==> config.mk <==
export PLATFORM = sky130hd
export DESIGN_NAME = traffic_sig_monitor
export DESIGN_NICKNAME = d
export VERILOG_FILES = /design/src/rtl/traffic_mon_pkg.sv /design/src/rtl/traffic_dir_check.sv /design/src/rtl/traffic_sig_monitor.sv
export SDC_FILE = /design/constraint.sdc
export NUM_CORES = 1
export LEC_CHECK = 0
export CAP_MARGIN = 25
export CORE_MARGIN = 5
export CORE_UTILIZATION = 55
export CTS_BUF_LIST = sky130_fd_sc_hd__clkbuf_16
export CTS_CLUSTER_SIZE = 30
export DETAILED_ROUTE_END_ITERATION = 7
export PLACE_DENSITY = 0.8
export SETUP_SLACK_MARGIN = 0.3
export SLEW_MARGIN = 20
export SYNTH_ARGS = -nofsm -noshare
export SYNTH_HDL_FRONTEND = slang
export SYNTH_SLANG_ARGS = --single-unit
==> constraint.sdc <==
create_clock -name clk -period 3.21 [get_ports clk]
set_input_delay 0.8025 -clock clk [delete_from_list [all_inputs] [get_ports clk]]
set_output_delay 0.8025 -clock clk [all_outputs]
set_load 0.02 [all_outputs]
==> src/rtl/traffic_mon_pkg.sv <==
// Shared types for the traffic signal-head monitor: light codes, fault codes,
// FSM state encodings and direction indices.
package traffic_mon_pkg;

    typedef enum logic [1:0] {
        LT_RED     = 2'b00,
        LT_GREEN   = 2'b01,
        LT_YELLOW  = 2'b10,
        LT_ILLEGAL = 2'b11
    } light_t;

    typedef enum logic [2:0] {
        FC_NONE           = 3'd0,
        FC_CONFLICT       = 3'd1,
        FC_ILLEGAL_CODE   = 3'd2,
        FC_BAD_TRANSITION = 3'd3,
        FC_COUNT_SKIP     = 3'd4,
        FC_STALL          = 3'd5
    } fault_code_t;

    typedef enum logic [1:0] {
        S_IDLE  = 2'b00,
        S_ARM   = 2'b01,
        S_RUN   = 2'b10,
        S_FAULT = 2'b11
    } state_t;

    localparam logic [1:0] DIR_E = 2'd0;
    localparam logic [1:0] DIR_W = 2'd1;
    localparam logic [1:0] DIR_S = 2'd2;
    localparam logic [1:0] DIR_N = 2'd3;

    // Index of the lowest set bit; ties between directions go to the lowest index.
    function automatic logic [1:0] lowest_dir(input logic [3:0] v);
        logic [1:0] idx;
        idx = DIR_E;
        for (int i = 3; i >= 0; i--) begin
            if (v[i]) idx = 2'(i);
        end
        return idx;
    endfunction

endpackage

==> src/rtl/traffic_dir_check.sv <==
// Per-direction sequencing checks: illegal light code, bad light transition,
// countdown skip, and whether anything changed since the previous sample.
module traffic_dir_check
    import traffic_mon_pkg::*;
(
    input  logic [3:0] cur_ct,
    input  logic [3:0] prev_ct,
    input  logic [1:0] cur_wt,
    input  logic [1:0] prev_wt,
    output logic       illegal_code,
    output logic       bad_transition,
    output logic       count_skip,
    output logic       changed
);

    logic wt_changed;
    logic ct_changed;
    logic legal_step;

    // A countdown may only step down by one (no wrap from 0) while the light is steady.
    always_comb begin
        wt_changed     = (cur_wt != prev_wt);
        ct_changed     = (cur_ct != prev_ct);
        legal_step     = ((prev_wt == LT_RED)    && (cur_wt == LT_GREEN))  ||
                         ((prev_wt == LT_GREEN)  && (cur_wt == LT_YELLOW)) ||
                         ((prev_wt == LT_YELLOW) && (cur_wt == LT_RED));
        illegal_code   = (cur_wt == LT_ILLEGAL);
        bad_transition = wt_changed && !legal_step;
        count_skip     = !wt_changed && ct_changed &&
                         ((prev_ct == 4'd0) || (cur_ct != (prev_ct - 4'd1)));
        changed        = wt_changed || ct_changed;
    end

endmodule

==> src/rtl/traffic_sig_monitor.sv <==
// Receive-side safety/sequencing monitor for the four signal heads. Latches the
// first fault, blinks a fail-safe flash while faulted and counts rotations.
// Optional macro TRAFFIC_MON_TIMESTAMP_EN adds o_fault_time (clock count at fault entry).
module traffic_sig_monitor
    import traffic_mon_pkg::*;
#(
    parameter int STALL_LIMIT = 64,
    parameter int FLASH_DIV   = 8,
    parameter int CNT_W       = 16
) (
    input  logic             clk,
    input  logic             reset,
    input  logic             i_enable,
    input  logic             i_clear,
    input  logic [3:0]       i_e_ct,
    input  logic [3:0]       i_w_ct,
    input  logic [3:0]       i_s_ct,
    input  logic [3:0]       i_n_ct,
    input  logic [1:0]       i_e_wt,
    input  logic [1:0]       i_w_wt,
    input  logic [1:0]       i_s_wt,
    input  logic [1:0]       i_n_wt,
    output logic [1:0]       o_state,
    output logic             o_fault,
    output logic [2:0]       o_fault_code,
    output logic [1:0]       o_fault_dir,
    output logic             o_flash,
    output logic [CNT_W-1:0] o_cycle_cnt
`ifdef TRAFFIC_MON_TIMESTAMP_EN
    ,
    output logic [15:0]      o_fault_time
`endif
);

    localparam int STALL_W = $clog2(STALL_LIMIT + 1);
    localparam int FDIV_W  = $clog2(FLASH_DIV + 1);

    state_t             state, state_nxt;
    logic [3:0][3:0]    cur_ct, prev_ct;
    logic [3:0][1:0]    cur_wt, prev_wt;
    logic [3:0]         illegal_v, bad_v, skip_v, chg_v, lit_v;
    logic [STALL_W-1:0] stall_cnt;
    logic [FDIV_W-1:0]  flash_div;
    fault_code_t        det_code, fault_code_q;
    logic [1:0]         det_dir, fault_dir_q;
    logic               stall_hit, raise_fault, fault_q, flash_q;
    logic [CNT_W-1:0]   cycle_cnt;

    assign cur_ct[DIR_E] = i_e_ct;
    assign cur_ct[DIR_W] = i_w_ct;
    assign cur_ct[DIR_S] = i_s_ct;
    assign cur_ct[DIR_N] = i_n_ct;
    assign cur_wt[DIR_E] = i_e_wt;
    assign cur_wt[DIR_W] = i_w_wt;
    assign cur_wt[DIR_S] = i_s_wt;
    assign cur_wt[DIR_N] = i_n_wt;

    for (genvar d = 0; d < 4; d++) begin : g_dir
        traffic_dir_check u_check (
            .cur_ct         (cur_ct[d]),
            .prev_ct        (prev_ct[d]),
            .cur_wt         (cur_wt[d]),
            .prev_wt        (prev_wt[d]),
            .illegal_code   (illegal_v[d]),
            .bad_transition (bad_v[d]),
            .count_skip     (skip_v[d]),
            .changed        (chg_v[d])
        );
        assign lit_v[d] = (cur_wt[d] == LT_GREEN) || (cur_wt[d] == LT_YELLOW);
    end

    assign stall_hit   = !(|chg_v) && (stall_cnt == STALL_W'(STALL_LIMIT - 1));
    assign raise_fault = (state == S_RUN) && i_enable && (det_code != FC_NONE);

    // Priority-encode this clock's violations: lowest code wins, then lowest direction.
    always_comb begin
        det_code = FC_NONE;
        det_dir  = DIR_E;
        if ((lit_v[DIR_E] || lit_v[DIR_W]) && (lit_v[DIR_S] || lit_v[DIR_N])) begin
            det_code = FC_CONFLICT;
            det_dir  = lowest_dir(lit_v);
        end else if (|illegal_v) begin
            det_code = FC_ILLEGAL_CODE;
            det_dir  = lowest_dir(illegal_v);
        end else if (|bad_v) begin
            det_code = FC_BAD_TRANSITION;
            det_dir  = lowest_dir(bad_v);
        end else if (|skip_v) begin
            det_code = FC_COUNT_SKIP;
            det_dir  = lowest_dir(skip_v);
        end else if (stall_hit) begin
            det_code = FC_STALL;
        end
    end

    // Next-state logic for IDLE/ARM/RUN/FAULT.
    always_comb begin
        state_nxt = state;
        case (state)
            S_IDLE:  if (i_enable) state_nxt = S_ARM;
            S_ARM:   state_nxt = S_RUN;
            S_RUN: begin
                if (!i_enable)        state_nxt = S_IDLE;
                else if (raise_fault) state_nxt = S_FAULT;
            end
            S_FAULT: if (i_clear) state_nxt = i_enable ? S_ARM : S_IDLE;
            default: state_nxt = S_IDLE;
        endcase
    end

    // State register.
    always_ff @(posedge clk) begin
        if (reset) state <= S_IDLE;
        else       state <= state_nxt;
    end

    // Previous-sample capture and stall counter (restarted on entry to RUN).
    always_ff @(posedge clk) begin
        if (reset) begin
            prev_ct   <= '0;
            prev_wt   <= '0;
            stall_cnt <= '0;
        end else begin
            if ((state == S_ARM) || (state == S_RUN)) begin
                prev_ct <= cur_ct;
                prev_wt <= cur_wt;
            end
            if (state == S_ARM) begin
                stall_cnt <= '0;
            end else if (state == S_RUN) begin
                if (|chg_v)
                    stall_cnt <= '0;
                else if (stall_cnt != STALL_W'(STALL_LIMIT))
                    stall_cnt <= stall_cnt + 1'b1;
            end
        end
    end

    // First-fault latch and flash divider; everything clears on acknowledge.
    always_ff @(posedge clk) begin
        if (reset) begin
            fault_q      <= 1'b0;
            fault_code_q <= FC_NONE;
            fault_dir_q  <= DIR_E;
            flash_q      <= 1'b0;
            flash_div    <= '0;
        end else if (raise_fault) begin
            fault_q      <= 1'b1;
            fault_code_q <= det_code;
            fault_dir_q  <= det_dir;
            flash_q      <= 1'b1;
            flash_div    <= '0;
        end else if (state == S_FAULT) begin
            if (i_clear) begin
                fault_q      <= 1'b0;
                fault_code_q <= FC_NONE;
                fault_dir_q  <= DIR_E;
                flash_q      <= 1'b0;
                flash_div    <= '0;
            end else if (flash_div == FDIV_W'(FLASH_DIV - 1)) begin
                flash_q   <= ~flash_q;
                flash_div <= '0;
            end else begin
                flash_div <= flash_div + 1'b1;
            end
        end
    end

    // Rotation counter: one per clean east red->green step, saturating.
    always_ff @(posedge clk) begin
        if (reset) begin
            cycle_cnt <= '0;
        end else if ((state == S_RUN) && i_enable && !raise_fault &&
                     (prev_wt[DIR_E] == LT_RED) && (cur_wt[DIR_E] == LT_GREEN) &&
                     (cycle_cnt != {CNT_W{1'b1}})) begin
            cycle_cnt <= cycle_cnt + 1'b1;
        end
    end

`ifdef TRAFFIC_MON_TIMESTAMP_EN
    logic [15:0] ts_cnt;

    // Free-running clock count, snapshotted when a fault is latched.
    always_ff @(posedge clk) begin
        if (reset) begin
            ts_cnt       <= '0;
            o_fault_time <= '0;
        end else begin
            ts_cnt <= ts_cnt + 16'd1;
            if (raise_fault)
                o_fault_time <= ts_cnt;
            else if ((state == S_FAULT) && i_clear)
                o_fault_time <= '0;
        end
    end
`endif

    assign o_state      = state;
    assign o_fault      = fault_q;
    assign o_fault_code = fault_code_q;
    assign o_fault_dir  = fault_dir_q;
    assign o_flash      = flash_q;
    assign o_cycle_cnt  = cycle_cnt;

endmodule

Yosys cells after proc, flatten, opt, wreduce, memory -nomap -nowiden
Cells that the tools add are included.
{ "word_totals": {"word_cells": 207, "output_inout_bits": 25, "regBits": 60} }
{ "classes": {"n_bitwise": 1, "muxes": 48, "add_sub_neg": 7, "n_reduce_logical": 93, "eq_ne": 42} }
{ "ops": {"columns": ["cell", "n"], "rows": [
  ["two-way mux 2 bit", 27],
  ["logical AND 1 bit", 32],
  ["inequality test 4 bit", 8],
  ["equality test 2 bit, second input constant", 14],
  ["two-way mux 3 bit", 8],
  ["logical OR 1 bit", 23],
  ["equality test 2 x 1 -> 1 bit, second input constant", 9],
  ["zero test 2 bit", 9],
  ["adder 16 x 1 -> 16 bit, second input constant", 1],
  ["zero test 4 bit", 4],
  ["inequality test 16 bit, second input constant", 1],
  ["OR reduction 4 bit", 4],
  ["subtractor 4 x 1 -> 4 bit, second input constant", 4],
  ["two-way mux 7 bit", 2],
  ["zero test 1 bit", 10],
  ["two-way mux 1 bit", 8],
  ["two-way mux 4 bit", 2],
  ["inequality test 2 bit", 4],
  ["one-hot mux 2 bit (4 select lines)", 1],
  ["adder 7 x 1 -> 7 bit, second input constant", 1],
  ["equality test 7 x 6 -> 1 bit, second input constant", 1],
  ["inequality test 7 bit, second input constant", 1],
  ["AND reduction 2 bit", 3],
  ["nonzero test 2 bit", 3],
  ["other kinds (8)", 11]
]} }

Longest topological paths before layout
{ "logic_depth": {"word_depth": 17, "ltp_mapped": 11} }

Hierarchy
A second synthesis with hierarchy kept.
{ "hier_totals": {"hier_cells": 437, "area_unflattened_um2": 3732.3} }
{ "by_module_without_submodules": {"columns": ["module", "area_each_um2", "n_inst", "seq_area_each_um2", "cells_each"], "rows": [
  ["traffic_sig_monitor", 2921.6, 1, 1201.2, 337],
  ["traffic_dir_check", 202.7, 4, 0.0, 25]
]} }

Worst setup path after synthesis
Ideal clock, no wire load.
{ "synth_path": {"kind": "input-to-reg", "start": "input port i_w_wt[0]", "end": "register cycle_cnt[5], in the netlist o_cycle_cnt[5]", "required_time_ps": 3087, "path_slack_ps": 208, "path_stages": 7, "setup_ps": 123, "arrival_ps": 2878, "path_cell_list": "ha_1 > or4_1 > nor4_1 > nand4_2 > nor3_2 > and3_1 > mux2_1"} }
{ "synth_via": {"elab_chain_cells": 17, "word_cells_on_any_way": 37, "classes_between": "eq/ne (4); mux (5); reduce/logical (28)"} }
{ "synth_lines": {"columns": ["element", "line_no", "source"], "rows": [
  ["from (decl)", "traffic_sig_monitor.sv:20", "input logic [1:0] i_w_wt,"],
  ["inequality test 2 bit (tied with other cells)", "traffic_dir_check.sv:22", "wt_changed = (cur_wt != prev_wt);"],
  ["logical OR 1 bit (tied with other cells)", "traffic_dir_check.sv:31", "changed = wt_changed || ct_changed;"],
  ["OR reduction 4 bit / logical OR 1 bit (equally long branches)", "traffic_sig_monitor.sv:72, traffic_dir_check.sv:24", null],
  ["zero test 1 bit / logical OR 1 bit (equally long branches)", "traffic_sig_monitor.sv:72, traffic_dir_check.sv:25", null],
  ["logical AND 1 bit / zero test 1 bit (equally long branches)", "traffic_sig_monitor.sv:72, traffic_dir_check.sv:28", null],
  ["two-way mux 3 bit / logical AND 1 bit (equally long branches)", "traffic_sig_monitor.sv:91, traffic_dir_check.sv:28", null],
  ["two-way mux 3 bit / OR reduction 4 bit (equally long branches)", "traffic_sig_monitor.sv:88, traffic_sig_monitor.sv:85", null],
  ["two-way mux 3 bit", "traffic_sig_monitor.sv:85", "end else if (|bad_v) begin"],
  ["two-way mux 3 bit", "traffic_sig_monitor.sv:82", "end else if (|illegal_v) begin"],
  ["two-way mux 3 bit *", "traffic_sig_monitor.sv:79", "if ((lit_v[DIR_E] || lit_v[DIR_W]) && (lit_v[DIR_S] || lit_v[DIR_N])) begin"],
  ["nonzero test 3 bit *", "traffic_sig_monitor.sv:73", "assign raise_fault = (state == S_RUN) && i_enable && (det_code != FC_NONE);"],
  ["logical AND 1 bit *", "traffic_sig_monitor.sv:73", null],
  ["zero test 1 bit *", "traffic_sig_monitor.sv:173", "end else if ((state == S_RUN) && i_enable && !raise_fault &&"],
  ["logical AND 1 bit * (2 in series)", "traffic_sig_monitor.sv:173", null],
  ["logical AND 1 bit * (2 in series)", "traffic_sig_monitor.sv:174", "(prev_wt[DIR_E] == LT_RED) && (cur_wt[DIR_E] == LT_GREEN) &&"],
  ["to (signal assigned)", "traffic_sig_monitor.sv:176", "cycle_cnt <= cycle_cnt + 1'b1;"],
  ["to (decl)", "traffic_sig_monitor.sv:47", "logic [CNT_W-1:0] cycle_cnt;"]
]} }
Every way passes the cells marked *; elsewhere a longest branch is shown, timed or not.
A chain may end at the register's enable or synchronous reset.

Final worst setup path
{ "layout_path": {"start": "input port i_e_ct[1]", "end": "register cycle_cnt[5], in the netlist o_cycle_cnt[5]"} }
{ "layout_via": {"elab_chain_cells": 17, "word_cells_on_any_way": 22, "classes_between": "eq/ne (2); mux (5); reduce/logical (15)"} }
{ "layout_lines": {"columns": ["element", "line_no", "source"], "rows": [
  ["from (decl)", "traffic_sig_monitor.sv:15", "input logic [3:0] i_e_ct,"],
  ["inequality test 4 bit", "traffic_dir_check.sv:23", "ct_changed = (cur_ct != prev_ct);"],
  ["logical OR 1 bit", "traffic_dir_check.sv:31", null],
  ["OR reduction 4 bit", "traffic_sig_monitor.sv:72", "assign stall_hit = !(|chg_v) && (stall_cnt == STALL_W'(STALL_LIMIT - 1));"],
  ["zero test 1 bit", "traffic_sig_monitor.sv:72", null],
  ["logical AND 1 bit", "traffic_sig_monitor.sv:72", null],
  ["two-way mux 3 bit", "traffic_sig_monitor.sv:91", "end else if (stall_hit) begin"],
  ["two-way mux 3 bit *", "traffic_sig_monitor.sv:88", "end else if (|skip_v) begin"],
  ["two-way mux 3 bit *", "traffic_sig_monitor.sv:85", null],
  ["two-way mux 3 bit *", "traffic_sig_monitor.sv:82", null],
  ["two-way mux 3 bit *", "traffic_sig_monitor.sv:79", null],
  ["nonzero test 3 bit *", "traffic_sig_monitor.sv:73", null],
  ["logical AND 1 bit *", "traffic_sig_monitor.sv:73", null],
  ["zero test 1 bit *", "traffic_sig_monitor.sv:173", null],
  ["logical AND 1 bit * (2 in series)", "traffic_sig_monitor.sv:173", null],
  ["logical AND 1 bit * (2 in series)", "traffic_sig_monitor.sv:174", null]
]} }
Marked as above.

==> reports/metrics.cfg <==
[logic_synthesis]
synth_nets=505
ys_seq_area_frac=0.311
syn_avg_cell_area_um2=8.67
ys.flop_type=dfxtp_1
yosys_warnings=0
syn_inst=445
syn_area_mm2=0.00386
ys_async_sr_fraction=0
yosys_register_bits=60
synth_fa_ha_area_frac=0.104
synth_xor_xnor_area_share=0.112
synthSimpleGateAreaFrac=0.245
synth_compound_area_frac=0.0921
synth_edf_count=0
synth_top_family_by_area=simple AND/OR/NAND/NOR gates
synth_cell_types=56
yosys-mux-area-fraction=0.0956

[floorplan]
start_util=0.568
pin_count=53
rows=30
fp.dieW_um=93.8
die_h_um=93.8
core_area_mm2=0.00679
die-area_mm2=0.00879

[timing]
fmax_mhz=352
slew-limit-headroom=0.647
hold_slack_ps=456
hold_viol_final=0
rsz0062_at_grt=no
fin_crit_ps=2840
finalMaxSlewViolations=0
finalClockSkew_ps=5.59
fin_crit_sh=0.884
setup_violations=0
worst_pin_slew_ps=529

[cts]
insertion_delay_ps=330
path_clk_slew_ps=50
htreeDepth=3
ctsHoldBuffers=0
numCtsBuffers=9
clock_path_buffers=2
cts_tree=yes
cts-root-buf=clkbuf_16
cts_num_sinks=60

[routing]
totalWireLength_um=10200
num_vias=3586
wl_per_cell_um=15.6
route.detailed.drc=0
detail-route-antenna-nets=0
drt_iter0_markers=186
viasPerCell=5.50
dr.pass1.iters=4

[power_and_ir_drop]
p_int_mw=2.23
power_density_mw_per_mm2=657
p_sw_frac=0.362
comb_power_share=0.443
p_clk_frac=0.264
p_sw_mw=1.27
peakVddDrop_mv=0.488
pwr-share-seq=0.293
leakage_nw=2.36

[worst_setup_path]
crit_required_ps=3430
endpoint_kind=register
critPathArrivalTime_ps=3050
crit_family=simple AND/OR/NAND/NOR gates
cp_cell_sequence=clkdlybuf4s50_1, xor2_1, o311ai_2, a31oi_4, o21bai_4, nand4b_4, nor3_4, and3_1, mux2_1
max_stage_delay_ps=540
path_class=input port to register
critPathBufInv=1
crit_slowest_cell=clkdlybuf4s50_1
critPathLaunchType=input port
critPathMaxFanout=4

[placed_design]
place.port_buffers=52
dp_hpwl_um=6960
place_congestion=0.919

[layout]
fin_util=0.784
nets=611
final_common_cell=nor2_1
drive_gt1_frac=0.219
syn_to_final_growth_pct=38.1
layout_common_cells=65 x nor2_1, 58 x dfxtp_1, 52 x buf_4
antenna_cells=0

[status]
status=complete, no violations

[global_route]
grt_pass1_wl_um=16300
first_global_vias=3539
grt_max_degree=33
antenna_found_initial=0
grt-ovfl-total=0
grt.total_usage=0.231

[min_path]
hold_path_class=register to register

[run]
maxCapViolations=0

## power by group through the flow
stage / logic, mW / registers, mW / clock network [mW]
finish: 1.55 / 1.02 / 0.924
CTS: 1.45 / 1.01 / 0.937
global route: 1.69 / 1.05 / 0.969
detailed placement: 1.33 / 1.02 / 0
global placement: 1.28 / 1.01 / 0
floorplan: 0.933 / 1.00 / 0
## cell usage after synthesis (3+ instances only)
cell type  instances  area share
nor2_1            65       0.063
dfxtp_1           60        0.31
ha_1              32        0.10
mux2i_1           29       0.075
inv_1             27       0.026
xnor2_1           26       0.059
xor2_1            21       0.048
a21oi_1           20       0.026
nand2_1           18       0.018
nand3_1           15       0.019
nor3_1            15       0.019
o21ai_0           13       0.017
and3_1            11       0.018
nand4_1            9       0.015
nor2b_1            9       0.015
clkbuf_1           7      0.0068
nor4_1             7       0.011
mux2_1             6       0.018
nand3b_1           6       0.012
buf_1              4      0.0039
nand2b_1           3      0.0049
## cell families after synthesis
group	after synthesis
AOI/OAI and AO/OA	54
adders and majority gates	32
buffers and inverters	39
DFF	60
muxes	36
xor gates and xnor gates	48
and+or+nand+nor	176
## timing repair
item	in CTS	in global routing
setup endpoints to repair	29	28
buffers inserted	10	3
pin swaps	10	23
cloned	0	0
hold endpoints to repair	0	0
resized for setup	40	44
## layout make-up
class                   count  area [um^2]
clock buffers               9          225
flip-flops and latches     60         1210
repair buffers            107          915
well taps                  96          120
clock inverters             7         58.8
fillers                   411         1470
inverters                  27          101
multi-input cells         346         2700
## worst register-to-register path, delay by kind of cell (launching register included)
kind,cells,cell delay (ps)
adders and majority gates,1,300
DFF,1,370
and+or+nand+nor,3,740
buffers and inverters,1,60
xor gates and xnor gates,1,120
AOI/OAI and AO/OA,3,770
muxes,1,330
## path summary, 6_finish.rpt
path	endpoint	from	slack, ps	cells past startpoint
worst max-delay path	o_cycle_cnt[5]	i_e_ct[1]	370	9
worst min-delay path	o_fault	o_fault	460	2
worst max register to register	o_cycle_cnt[5]	prev_ct[4]	410	10
worst min register to register	o_fault	o_fault	460	2
## sequential cells by signal, summed over array words and instances (netlist names), 2 cells and up
signal        flops
flash_div         4
o_cycle_cnt      16
o_fault_code      3
o_fault_dir       2
o_state           2
prev_ct          16
prev_wt           8
stall_cnt         7
## metrics by stage
step	power, mW	TNS [ps]	cell area (um^2)	worst slack [ps]	std cells
6_report	3.50	0	5330	372	652
5_1_grt	3.71	0	5330	277	652
4_1_cts	3.39	0	5210	296	649
3_5_place_dp	2.34	-4530	4760	-294	623
3_3_place_gp	2.29	-2310	4760	-207	623
2_1_floorplan	1.94	0	3870	330	445
## layer usage
layer	vias up	routed length, um	global-route usage
met4	0	197	0.0890
met5	-	0	0
met2	79	5230	0.406
met1	1728	4220	0.274
met3	22	502	0.0481
li1	1757	-	-
No activity file was read; power rests on OpenSTA's default activity.
==> RTL edit 1: new RTL, same settings <==
The option `TRAFFIC_MON_TIMESTAMP_EN` is turned on by a define.
--- a/src/rtl/traffic_sig_monitor.sv
+++ b/src/rtl/traffic_sig_monitor.sv
@@ -1,6 +1,8 @@
 // Receive-side safety/sequencing monitor for the four signal heads. Latches the
 // first fault, blinks a fail-safe flash while faulted and counts rotations.
 // Optional macro TRAFFIC_MON_TIMESTAMP_EN adds o_fault_time (clock count at fault entry).
+`define TRAFFIC_MON_TIMESTAMP_EN
+
 module traffic_sig_monitor
     import traffic_mon_pkg::*;
 #(
Behaviour (old outputs only; new: o_fault_time): unchanged (Yosys induction, for registers that start in step).
==> RTL edit 1 against the unedited design <==
  * Register-to-register slack improved by 0.03 ns
  * Count of clock-buffer cells in the layout unchanged
  * Wire length increased by 38%
  * Power increased by 4.1%
  * Sequential cell count increased by 32
  * Core utilization decreased by 1.2 points
  * Area after synthesis increased by 32%
  * Final area increased by 33%
  * Worst setup slack got worse by 0.058 ns
  * Critical path type unchanged
  * Largest cell class unchanged
==> RTL edit 1: results (changes against the unedited design) <==
| Metric | Value |
|---|---|
| Multi-input gate area | 3300 um2 (was 2700 um2) |
| Clock transition at path regs | 0.07 ns (was 0.05 ns) |
| Int Pwr | 2.50 mW (was 2.23 mW) |
| Netlist cell types | 61 (was 56) |
| Sequential element share of the synthesized area | 0.361 (was 0.311) |
| Nets@finish | 762 (was 611) |
| Flop+latch power | 1.34 mW (was 1.02 mW) |
| DP Wirelength | 9040 um (was 6960 um) |
| Routed len/inst | 17.2 um (was 15.6 um) |
| Post-DP Area | 6310 um2 (was 4760 um2) |
| Global-route wire length before repair | 22700 um (was 16300 um) |
| Worst r2r src | o_state[0] (was prev_ct[4]) |
| Peak supply drop | 0.000323 V (was 0.000488 V) |
| Placer Congestion | 0.831 (was 0.919) |
| Fillers | 579 (was 411) |
| Max FO, Critical Path | 5 (was 4) |
| H-Tree Depth | 3 (unchanged) |
| Pleak | 2.94 nW (was 2.36 nW) |
| GRT Total Usage | 0.245 (was 0.231) |
| Pre-CTS setup slack | -0.317 ns (was -0.294 ns) |
| Max power group | sequential cells (was combinational logic) |
| Worst Skew | 0.00678 ns (was 0.00559 ns) |
| Clock tree buffer depth | 2 (unchanged) |
| Status | complete, no violations (unchanged) |
| Critical path arrival | 3.13 ns (was 3.05 ns) |
| Largest net degree at the start of global routing | 28 (was 33) |
| P_comb | 1.16 mW (was 1.55 mW) |
| Count of input and output buffers | 68 (was 52) |
| Slew margin rel. | 0.530 (was 0.647) |
| Synth area leaders | dfxtp_1 36%, ha_1 8.1%, mux2i_1 5.7% (was dfxtp_1 31%, ha_1 10%, mux2i_1 7.5%) |
| Synth cell count leaders | 92 x dfxtp_1, 54 x nor2_1, 33 x a21oi_1, 33 x ha_1, 30 x xor2_1 (was 65 x nor2_1, 60 x dfxtp_1, 32 x ha_1) |
| # resized after CTS | 39 (was 40) |
| Avg Synthesized Cell Area | 9.19 um2 (was 8.67 um2) |
| Complex-gate fraction of the synthesized area | 0.157 (was 0.0921) |
| Xor-xnor portion of the synthesized cell area | 0.0930 (was 0.112) |
| Routed WL | 14100 um (was 10200 um) |
| Clk. pwr | 1.14 mW (was 0.924 mW) |
| Adder-Cell Fraction of Synth Area | 0.0809 (was 0.104) |
| Mux share of post-synthesis cell area | 0.0591 (was 0.0956) |
| Layout cells sized above 1 | 0.224 (was 0.219) |
| DR iter-0 viols | 207 (was 186) |
| Vias in the first global route | 4832 (was 3539) |
| Critical path's largest stage delay | 0.51 ns (was 0.54 ns) |
| Dpl cells | 779 (was 623) |
| Vias | 4765 (was 3586) |
| Worst Setup SP | i_e_ct[3] (was i_e_ct[1]) |
| DRT Pass-1 Iters | 5 (was 4) |
| Post-Syn Nets | 616 (was 505) |
[RTL edit 1: cell count changes after synthesis, sizes merged, moves of 5 or more]
cell / change
a21oi: +13
a22o: +17
and2: +7
dfxtp: +32
mux2: -6
nand2: +7
nor2: -12
o21ai: +11
o31ai: +5
or3: +14
xnor2: -7
xor2: +9
[RTL edit 1: cell type report]
type / count / area share
tap: 111 / 0.0196
timing repair buffer: 152 / 0.193
multi-input combinational: 417 / 0.466
inverter: 29 / 0.0154
clock buffer: 9 / 0.0319
sequential: 92 / 0.261
clock inverter: 6 / 0.0127
[RTL edit 1: routing by layer]
metal  up-vias  track usage  part of all wire
li1       2293            -                 -
met1      2280        0.277              0.41
met2       145        0.449              0.51
met3        47       0.0425             0.044
met4         0        0.102             0.034
met5         -            0                 0
[RTL edit 1: path summary, 6_finish.rpt]
kind                           to  slack, ns  cells after the start
hold / removal            o_fault       0.48                      2
hold reg to reg           o_fault       0.48                      2
setup reg to reg  o_cycle_cnt[11]       0.44                     11
setup / recovery   o_fault_dir[0]       0.31                     11
==> RTL edit 2: new RTL, config.mk and constraints unchanged <==
Without the edit above. Put one more register stage on the output `o_fault`, with the module's reset. The value now appears one clock later. The other outputs are not delayed to match.
--- a/src/rtl/traffic_sig_monitor.sv
+++ b/src/rtl/traffic_sig_monitor.sv
@@ -196,7 +196,13 @@
 `endif
 
     assign o_state      = state;
-    assign o_fault      = fault_q;
+    always_ff @(posedge clk) begin
+        if (reset) begin
+            o_fault <= '0;
+        end else begin
+            o_fault <= fault_q;
+        end
+    end
     assign o_fault_code = fault_code_q;
     assign o_fault_dir  = fault_dir_q;
     assign o_flash      = flash_q;
Check against the original RTL: not equivalent (a bounded check fails within 4 cycles, from zero or initial values and one cycle with reset high).
==> RTL edit 2 against the unedited design <==
  * Hold slack better by 0.0036 ns
  * Area after synthesis up 3.7%
  * Sequential cell count up 1
  * Final area up 4.7%
  * Synthesized cell count up 4.0%
  * Worst setup slack worse by 0.031 ns
  * Die area up 3.3%
  * Wire length up 8.2%
  * Final cell count up 4.0%
  * Power down 0.30%
  * Maximum frequency down 1.1%
==> RTL edit 2: results (changes against the unedited design) <==
| Metric | Value |
|---|---|
| Critical path arrival | 3.08 ns (was 3.05 ns) |
| Largest net degree at the start of global routing | 37 (was 33) |
| Initial antenna violation count | 0 (unchanged) |
| Met3 usage | 0.0529 (was 0.0481) |
| GR Layer Usage met1 | 0.282 (was 0.274) |
| Worst Skew | 0.00671 ns (was 0.00559 ns) |
| Type of origin of the critical path | input port (unchanged) |
| M2 GR Usage | 0.427 (was 0.406) |
| GRT Total Usage | 0.241 (was 0.231) |
| DP Wirelength | 7130 um (was 6960 um) |
| Diode count | 0 (unchanged) |
| Status | complete, no violations (unchanged) |
| DR iter-0 viols | 224 (was 186) |
| Critical-path top delay cell | clkdlybuf4s50_1 (unchanged) |
| Hold crit path type | reg2reg (unchanged) |
| DRT Pass-1 Iters | 5 (was 4) |
| Peak supply drop | 0.000382 V (was 0.000488 V) |
| Sequential element share of the synthesized area | 0.305 (was 0.311) |
| Clock insertion delay at the later pin of the skew report | 0.33 ns (about the same) |
| Global-route wire length before repair | 17300 um (was 16300 um) |
| Post-CTS Setup Bufs | 8 (was 10) |
| Clock transition at path regs | 0.06 ns |
| Pleak | 2.37 nW (was 2.36 nW) |
| Critical path's largest stage delay | 0.50 ns (was 0.54 ns) |
| Clk. pwr | 1.05 mW (was 0.924 mW) |
| Dpl cells | 648 (was 623) |
| # resized after CTS | 28 (was 40) |
| Netlist cell types | 63 (was 56) |
| Count of input and output buffers | 52 (unchanged) |
| Synth area leaders | dfxtp_1 31%, ha_1 10%, mux2i_1 7.3% (was dfxtp_1 31%, ha_1 10%, mux2i_1 7.5%) |
| Routed WL | 11000 um (was 10200 um) |
| Synth cell count leaders | 68 x nor2_1, 61 x dfxtp_1, 32 x ha_1 (was 65 x nor2_1, 60 x dfxtp_1, 32 x ha_1) |
| Vias/cell | 5.59 (was 5.50) |
| Post-DP Area | 4950 um2 (was 4760 um2) |
| Flop+latch power | 1.00 mW |
| Net Sw Frac | 0.357 (was 0.362) |
| Layout cells sized above 1 | 0.233 (was 0.219) |
| Post-Syn Nets | 523 (was 505) |
| Max FO, Critical Path | 4 (unchanged) |
| Nets@finish | 634 (was 611) |
| Avg Synthesized Cell Area | 8.64 um2 (was 8.67 um2) |
| Pre-CTS setup slack | -0.248 ns (was -0.294 ns) |
| Vias | 3787 (was 3586) |
| Root Driver | clkbuf_16 (unchanged) |
| Tot Pwr | 3.49 mW (was 3.50 mW) |
| Clock tree buffer depth | 2 (unchanged) |
| Vias in the first global route | 3702 (was 3539) |
| Slew margin rel. | 0.652 (was 0.647) |
| Async S/R FF share, synth | 0 (unchanged) |
| H-Tree Depth | 3 (unchanged) |
| Placer Congestion | 0.843 (was 0.919) |
| CTS Buf Count | 9 (unchanged) |
[RTL edit 2: cell types whose count changed after synthesis, moves of 4 or more]
cell	change
a31o_1	+4
mux2_1	-6
nand2_1	+8
a21oi_1	+4
nand4_1	-5
nor2b_1	-6
nand2b_1	+8
a31oi_1	+4
and3_1	-5
[RTL edit 2: cell type report]
class | count | area [um2]
Clock buffer | 9 | 225
Clock inverter | 7 | 98.8
Fill cell | 472 | 1600
Inverter | 26 | 97.6
Multi-Input combinational cell | 364 | 2820
Sequential cell | 61 | 1220
Tap cell | 99 | 124
Timing Repair Buffer | 112 | 990
[RTL edit 2: path summary, 6_finish.rpt]
kind	startpoint	endpoint	slack [ns]	cells past startpoint
setup / recovery	i_s_ct[1]	o_fault_dir[0]	0.34	10
hold / removal	fault_q	fault_q	0.46	2
setup reg to reg	prev_ct[9]	o_cycle_cnt[10]	0.56	10
hold reg to reg	fault_q	fault_q	0.46	2
[RTL edit 2: worst max-delay path, delay by kind of cell]
kind | cells | cell delay (ns)
AOI/OAI and AO/OA | 2 | 0.32
xor gates and xnor gates | 1 | 0.26
buffers and inverters | 3 | 0.78
and+or+nand+nor | 4 | 0.91
[RTL edit 2: cell families (layout without fill, tap and decap cells)]
| group | count (synthesis) | in the layout | synth area share |
|---|---|---|---|
| DFF | 61 | 61 | 0.305 |
| and+or+nand+nor | 182 | 182 | 0.246 |
| AOI/OAI and AO/OA | 72 | 72 | 0.128 |
| adders and majority gates | 32 | 32 | 0.100 |
| muxes | 31 | 31 | 0.0800 |
| buffers and inverters | 38 | 154 | 0.0378 |
| xor gates and xnor gates | 47 | 47 | 0.103 |
[RTL edit 2: routing by layer]
layer  vias up  wire length [um]
met3        19               499
met5         -                 0
met1      1821              4510
li1       1838                 -
met4         0               184
met2       109              5790
